File: src/rtl/alu_decode_stage.sv
// Decode/issue stage ahead of the RV32I ALU: decodes an instruction into ALU
// control, operands, immediate and enables, and holds the result in a
// single-entry valid/ready pipeline register with a synchronous flush.
module alu_decode_stage #(
  parameter int XLEN = 32
) (
  input  logic            clk,
  input  logic            rst_n,
  input  logic            flush_i,
  input  logic            in_valid_i,
  output logic            in_ready_o,
  input  logic [31:0]     instr_i,
  input  logic [XLEN-1:0] rs1_data_i,
  input  logic [XLEN-1:0] rs2_data_i,
  output logic            out_valid_o,
  input  logic            out_ready_i,
  output logic [2:0]      alu_ctrl_o,
  output logic [XLEN-1:0] src_a_o,
  output logic [XLEN-1:0] src_b_o,
  output logic [XLEN-1:0] store_data_o,
  output logic [4:0]      rd_o,
  output logic            reg_write_o,
  output logic            mem_write_o,
  output logic            mem_read_o,
  output logic            branch_o,
  output logic            illegal_o
);

  typedef enum logic [2:0] {
    ALU_ADD = 3'b000,
    ALU_SUB = 3'b001,
    ALU_AND = 3'b010,
    ALU_OR  = 3'b011,
    ALU_SLT = 3'b101
  } alu_op_e;

  typedef enum logic [6:0] {
    OP_R      = 7'b0110011,
    OP_I_ARITH = 7'b0010011,
    OP_LOAD   = 7'b0000011,
    OP_STORE  = 7'b0100011,
    OP_BRANCH = 7'b1100011
  } opcode_e;

  typedef struct packed {
    alu_op_e         alu_op;
    logic [XLEN-1:0] src_b;
    logic            reg_write;
    logic            mem_write;
    logic            mem_read;
    logic            branch;
    logic            illegal;
  } decode_t;

  logic [6:0]      opcode;
  logic [2:0]      funct3;
  logic [XLEN-1:0] imm_i;
  logic [XLEN-1:0] imm_s;
  decode_t         dec;
  logic            load;

  assign opcode = instr_i[6:0];
  assign funct3 = instr_i[14:12];
  assign imm_i  = {{(XLEN-12){instr_i[31]}}, instr_i[31:20]};
  assign imm_s  = {{(XLEN-12){instr_i[31]}}, instr_i[31:25], instr_i[11:7]};

  // Accept only when the slot is free or being drained, and never during flush.
  assign in_ready_o = (!out_valid_o || out_ready_i) && !flush_i;
  assign load       = in_valid_i && in_ready_o;

  // Combinational decode of the incoming instruction.
  always_comb begin
    // NOTE: every field gets a default first so no path leaves a latch behind.
    dec           = '0;
    dec.alu_op    = ALU_ADD;
    dec.src_b     = rs2_data_i;
    unique case (opcode)
      OP_R, OP_I_ARITH: begin
        dec.src_b     = (opcode == OP_R) ? rs2_data_i : imm_i;
        dec.reg_write = 1'b1;
        unique case (funct3)
          3'b000:  dec.alu_op = (opcode == OP_R && instr_i[30]) ? ALU_SUB : ALU_ADD;
          3'b010:  dec.alu_op = ALU_SLT;
          3'b110:  dec.alu_op = ALU_OR;
          3'b111:  dec.alu_op = ALU_AND;
          default: begin
            dec.illegal   = 1'b1;
            dec.reg_write = 1'b0;
          end
        endcase
      end
      OP_LOAD: begin
        dec.src_b     = imm_i;
        dec.reg_write = 1'b1;
        dec.mem_read  = 1'b1;
      end
      OP_STORE: begin
        dec.src_b     = imm_s;
        dec.mem_write = 1'b1;
      end
      OP_BRANCH: begin
        dec.alu_op = ALU_SUB;
        dec.branch = 1'b1;
      end
      default: dec.illegal = 1'b1;
    endcase
  end

  // Valid bit: flush wins, then load, then drain; otherwise hold.
  always_ff @(posedge clk or negedge rst_n) begin
    if (!rst_n) begin
      out_valid_o <= 1'b0;
    end else if (flush_i) begin
      // NOTE: sequential state uses non-blocking assignment so all registers
      // see the same pre-edge values.
      out_valid_o <= 1'b0;
    end else if (load) begin
      out_valid_o <= 1'b1;
    end else if (out_ready_i) begin
      out_valid_o <= 1'b0;
    end
  end

  // Payload registers: capture on load, hold otherwise (including drain/flush).
  always_ff @(posedge clk or negedge rst_n) begin
    if (!rst_n) begin
      // NOTE: payload is reset too, because every output must read 0 in reset.
      alu_ctrl_o   <= ALU_ADD;
      src_a_o      <= '0;
      src_b_o      <= '0;
      store_data_o <= '0;
      rd_o         <= '0;
      reg_write_o  <= 1'b0;
      mem_write_o  <= 1'b0;
      mem_read_o   <= 1'b0;
      branch_o     <= 1'b0;
      illegal_o    <= 1'b0;
    end else if (load) begin
      alu_ctrl_o   <= dec.alu_op;
      src_a_o      <= rs1_data_i;
      src_b_o      <= dec.src_b;
      store_data_o <= rs2_data_i;
      rd_o         <= instr_i[11:7];
      reg_write_o  <= dec.reg_write;
      mem_write_o  <= dec.mem_write;
      mem_read_o   <= dec.mem_read;
      branch_o     <= dec.branch;
      illegal_o    <= dec.illegal;
    end
  end

endmodule

File: config.mk
export PLATFORM = sky130hd
export DESIGN_NAME = alu_decode_stage
export DESIGN_NICKNAME = d
export VERILOG_FILES = /design/src/rtl/alu_decode_stage.sv
export SDC_FILE = /design/constraint.sdc
export NUM_CORES = 1
export LEC_CHECK = 0
export ABC_AREA = 1
export CAP_MARGIN = 25
export CORE_ASPECT_RATIO = 0.7
export CORE_MARGIN = 10
export CORE_UTILIZATION = 30
export CTS_BUF_LIST = sky130_fd_sc_hd__clkbuf_8
export DETAILED_ROUTE_END_ITERATION = 8
export PLACE_DENSITY = 0.65
export SYNTH_ARGS = -nofsm -noshare
export SYNTH_HDL_FRONTEND = slang
export SYNTH_SLANG_ARGS = --single-unit
export TNS_END_PERCENT = 20
File: constraint.sdc
create_clock -name clk -period 2.88 [get_ports clk]
set_clock_uncertainty 0.15 [all_clocks]
set_input_delay 0.432 -clock clk [delete_from_list [all_inputs] [get_ports clk]]
set_output_delay 0.432 -clock clk [all_outputs]
set_load 0.01 [all_outputs]
# Word level (Yosys, flattened, before mapping)
# Index checks and enable logic that the tools add are counted.
[op_classes]
n_eq_ne = 8
muxes = 15
reduce_logical = 11
[ops]
columns = ["operator", "count"]
rows = [
  ["one-hot mux 32 bit (3 select lines)", 1],
  ["2-to-1 mux 32 bit", 1],
  ["equality test 7 x 6 -> 1 bit, second input constant", 2],
  ["one-hot mux 3 bit (4 select lines)", 1],
  ["2-to-1 mux 1 bit", 9],
  ["equality test 7 x 2 -> 1 bit, second input constant", 1],
  ["equality test 7 x 5 -> 1 bit, second input constant", 1],
  ["equality test 7 bit, second input constant", 1],
  ["equality test 3 bit, second input constant", 2],
  ["one-hot mux 3 bit (2 select lines)", 1],
  ["one-hot mux 1 bit (2 select lines)", 2],
  ["OR reduction 4 bit", 1],
  ["equality test 3 x 2 -> 1 bit, second input constant", 1],
  ["logical AND 1 bit", 3],
  ["zero test 3 bit", 1],
  ["nonzero test 3 bit", 1],
  ["OR reduction 3 bit", 1],
  ["zero test 1 bit", 2],
  ["OR reduction 2 bit", 1],
  ["logical OR 1 bit", 1],
]
[word_totals]
ff_bits = 110
input_bits = 101
wordCells = 45

# Longest topological paths before layout
[depth]
ltp_word = 6
mapped_depth = 9
depth_no_buf = 9

# Worst setup path before layout
# Ideal clock, no wire load.
[synth_timing]
path_type = "input -> register"
start = "in instr_i[3]"
end = "reg src_b_o[12]"
setup_time_ns = 0.113
arrival_time_ns = 1.148
slack_ns = 1.470
stages = 7
cell_sequence = "nor2_1 nand4_4 buf_6 nand2_1 nand3_1 nand2_1 inv_1"
[synth_via]
elab_chain_cells = 3
word_cells_on_any_way = 7
classes_between = "eq/ne (4); mux (2); reduce/logical (1)"
[synth_lines]
columns = ["item", "line_no", "source"]
rows = [
  ["start, declared", "12", "input logic [31:0] instr_i,"],
  ["equality test 7 x 6 -> 1 bit / equality test 7 x 5 -> 1 bit (equally long branches)", "77, 79", ""],
  ["2-to-1 mux 32 bit / OR reduction 2 bit (equally long branches)", "79, 77", ""],
  ["one-hot mux 32 bit (3 select lines) *", "77", "unique case (opcode)"],
  ["end signal, assigned", "141", "src_b_o <= dec.src_b;"],
  ["end, declared", "19", "output logic [XLEN-1:0] src_b_o,"],
]
# Mark *: on every way between the ends. The rest lies on a longest branch, timed or not.
# A chain may end at the register's enable or synchronous reset.

# Final worst setup path
[layout_timing]
start = "in out_ready_i"
end = "out in_ready_o"
[layout_via]
elab_chain_cells = 2
[layout_lines]
columns = ["item", "line_no", "source"]
rows = [
  ["start, declared", "16", "input logic out_ready_i,"],
  ["logical OR 1 bit", "68", "assign in_ready_o = (!out_valid_o || out_ready_i) && !flush_i;"],
  ["logical AND 1 bit", "68", ""],
  ["end, declared", "11", "output logic in_ready_o,"],
]
# No other way between the ends.

==> run_results.csv <==
group,metric,value,unit
sta,setup-violations-final,0,
die,ios,212,
drt,vias,4379,
drt,wire_per_inst,16.0,um
worst_setup_path,critPathKind,"in -> out",
clock_network,tritoncts,"yes",
drt,wl_met2,6150,um
grt,track_usage,14.3,%
worst_setup_path,slowest_delay,0.55,ns
cells_and_area,fillerInstances,1535,
worst_setup_path,critical-path-top-delay-family,"buffers and inverters",
placed_design,hpwl,11700,um
grt,grt_pass1_wl,24500,um
sta,relSlewSlack,60.8,%
die,die_width,172,um
pwr,p_switching,1.19,mW
synthesis,synth_xor_area_share,0,%
status,status,"finished, final reports clean",
worst_setup_path,reg2reg_depth,7,
synthesis,ys_seq_elements,110,
synthesis,synth_top_area_share,56.9,%
pwr,p_sw_share,29.9,%
grt,grt_pass1_vias,4426,
synthesis,synth_compound_area_share,2.79,%
clock_network,clk_pin_slew,0.10,ns
grt,antenna_found_initial,0,
synthesis,yosys-top-cells-area,"dfrtp_1 57%, nand2_1 22%, nand3_1 4.4%, inv_1 3.8%, o21ai_0 2.1%",
synthesis,netlist_area,0.00484,mm^2
drt,drc,0,
worst_setup_path,cp.depth,6,
cells_and_area,drive_above_1_share,4.82,%
synthesis,syn_nets,686,
sta,timing.fmax,438,MHz
worst_setup_path,critPathLaunch,"out_ready_i",
grt,grt-ovfl-total,0,
worst_setup_path,r2r-end,"src_b_o[9]",
pwr,pwr-share-comb,28.3,%
drt,routed.top_layer,"met4",
die,dieHeight,126,um
worst_setup_path,arrival,1.70,ns
placed_design,place_inst,971,
worst_setup_path,r2r-start,"out_valid_o",
synthesis,avgSynthCellArea,8.27,um^2
hold_path,hold_class,"reg -> reg",
grt,grt_max_degree,106,
die,rows,38,
clock_network,postCtsSetupBuffers,0,
clock_network,clk_latency,0.38,ns
drt,drtAntennaViolNets,0,
worst_setup_path,cp-end-kind,"primary output",
cells_and_area,finalNetCount,884,
clock_network,root_buffer,"clkbuf_8",
synthesis,synth_top_family_by_area,"simple AND/OR/NAND/NOR gates",
sta,rsz0062_at_grt,"no",
clock_network,clockBufferDepth,2,
placed_design,port_buffers,206,
drt,drt-initial-drc-count,315,
drt,met1_length,7440,um
cells_and_area,num_antenna_cells,0,
synthesis,synth_async_sr_flop_share,100,%
synthesis,synth_edf_count,0,
pwr,seq_power_share,46.9,%
drt,route.final.wire_length,15800,um
sta,tightest_slew,0.588,ns
clock_network,cts_buffers,9,
synthesis,synth_top_cell_by_area,"dfrtp_1",
sta,finalSetupTns,0,ns
drt,met3_length,2080,um
worst_setup_path,cp-endpoint,"in_ready_o",
worst_setup_path,rrSetupSlack,1.16,ns
synthesis,synth.distinct_cells,25,
die,die-area,0.0217,mm^2
clock_network,cts_sinks,110,
worst_setup_path,path_cells,"clkdlybuf4s50_1 -> inv_1 -> nand2_2 -> inv_1 -> nor2_1 -> clkdlybuf4s50_1",
pwr,p_leak,3.64,nW
synthesis,yosysMostFrequentCell,"nand2_1",
sta,period_share,79.4,%
clock_network,cts_resized,0,
clock_network,h-tree-depth,3,
worst_setup_path,cp-start-kind,"input port",
die,core_area,0.0156,mm^2
cells_and_area,final_cell_count_no_fill,988,
worst_setup_path,path_buf_inv,4,
pwr,max-vdd-ir-drop,262,uV
sta,hold_viol,0,
synthesis,netlist_instances,585,
synthesis,synthMuxAreaShare,0,%
sta,maxSlewViolCount,0,
pwr,clock_power_share,24.8,%
synthesis,yosys_warnings,0,
synthesis,yosysSeqAreaShare,56.9,%
pwr,cellInternalPower,2.80,mW
cells_and_area,syn2layout_area_growth,50.7,%
clock_network,cts_hold_buf,1,
worst_setup_path,crit_required,2.30,ns
placed_design,gp_congestion,0.798,
worst_setup_path,path_max_fanout,2,
sta,fin_crit,2.29,ns
synthesis,synth-adder-area-share,0,%
pwr,powerDensity,547,mW/mm^2
synthesis,ys_top_cells_by_count,"289 x nand2_1, 110 x dfrtp_1, 49 x inv_1",
synthesis,yosys.area_share.simple,32.7,%
job,max_cap_viol_count,0,
drt,dr.pass1.iters,4,
synthesis,synth-main-ff-cell,"dfrtp_1",
drt,routed_via_density,4.43,
die,start_util,30.9,%
worst_setup_path,crit_path_top_delay_cell,"clkdlybuf4s50_1",
-- flip-flops by register name (all words and copies together) (netlist names), 3 cells and up --
register	cells
alu_ctrl_o	3
rd_o	5
src_a_o	32
src_b_o	32
store_data_o	32
-- per-layer routing --
| metal | GRT usage, % | up-vias |
|---|---|---|
| met5 | 0 | - |
| met4 | 2.73 | 0 |
| met3 | 7.21 | 9 |
| met2 | 20.1 | 166 |
| met1 | 19.2 | 2027 |
| li1 | - | 2177 |
-- per-stage QoR --
step           instance area, um^2  setup WS (ns)  hold WS, ns  power (mW)  utilization, %
4_1_cts                       7290          0.593        0.342        4.06            46.6
5_1_grt                       7290          0.560        0.361        4.24            46.6
3_3_place_gp                  7080          0.575        0.312        3.03            45.2
6_report                      7290          0.595        0.337        3.99            46.6
3_5_place_dp                  7080          0.549        0.314        3.04            45.2
2_1_floorplan                 4840           1.47      -0.0136        2.30               -
-- cell type report --
type / count / area, um^2 / area share (%)
clock buffer: 9 / 124 / 1.70
clock inverter: 7 / 80.1 / 1.10
inverter: 51 / 194 / 2.66
multi-input combinational: 397 / 1720 / 23.6
sequential: 110 / 2750 / 37.8
tap: 200 / 250 / 3.43
timing repair buffer: 214 / 2170 / 29.8
-- how the worst min path moves through the flow --
| stage | from | to | cells after the start |
|---|---|---|---|
| floorplan | rst_n | alu_ctrl_o[0] | 0 |
| global placement | src_a_o[21] | src_a_o[21] | 2 |
| detailed placement | src_a_o[14] | src_a_o[14] | 2 |
| CTS | store_data_o[22] | store_data_o[22] | 2 |
| global route | src_a_o[11] | src_a_o[11] | 2 |
| finish | src_a_o[4] | src_a_o[4] | 2 |
-- worst register-to-register path: cells and delay by family (launching register included) --
family / cells / cell delay, ns
buf+inv: 3 / 0.71
simple gates: 4 / 0.41
flops: 1 / 0.40
-- cells by family (layout without fill, tap and decap cells) --
logic type | Yosys count | in the layout
DFF | 110 | 110
buffers and inverters | 78 | 281
AOI/OAI and AO/OA | 26 | 26
and+or+nand+nor | 371 | 371
-- cell usage in the layout, fill, tap and decap left out, types with 7 or more instances in the layout --
cell / n
o21ai_0: 20
or2_1: 12
nand3_1: 43
clkdlybuf4s50_1: 205
nand2_1: 289
inv_1: 50
dfrtp_1: 110
clkbuf_8: 9
nor2_1: 7
-- power groups by stage --
stage | sequential, mW | clock (mW) | combinational (mW)
final | 1.87 | 0.988 | 1.13
after CTS | 1.87 | 1.03 | 1.15
after detailed placement | 1.90 | 0 | 1.15
after floorplan | 2.00 | 0 | 0.298
after global routing | 1.90 | 1.10 | 1.24
after global placement | 1.89 | 0 | 1.14
Power figures use the tool's default switching activity.
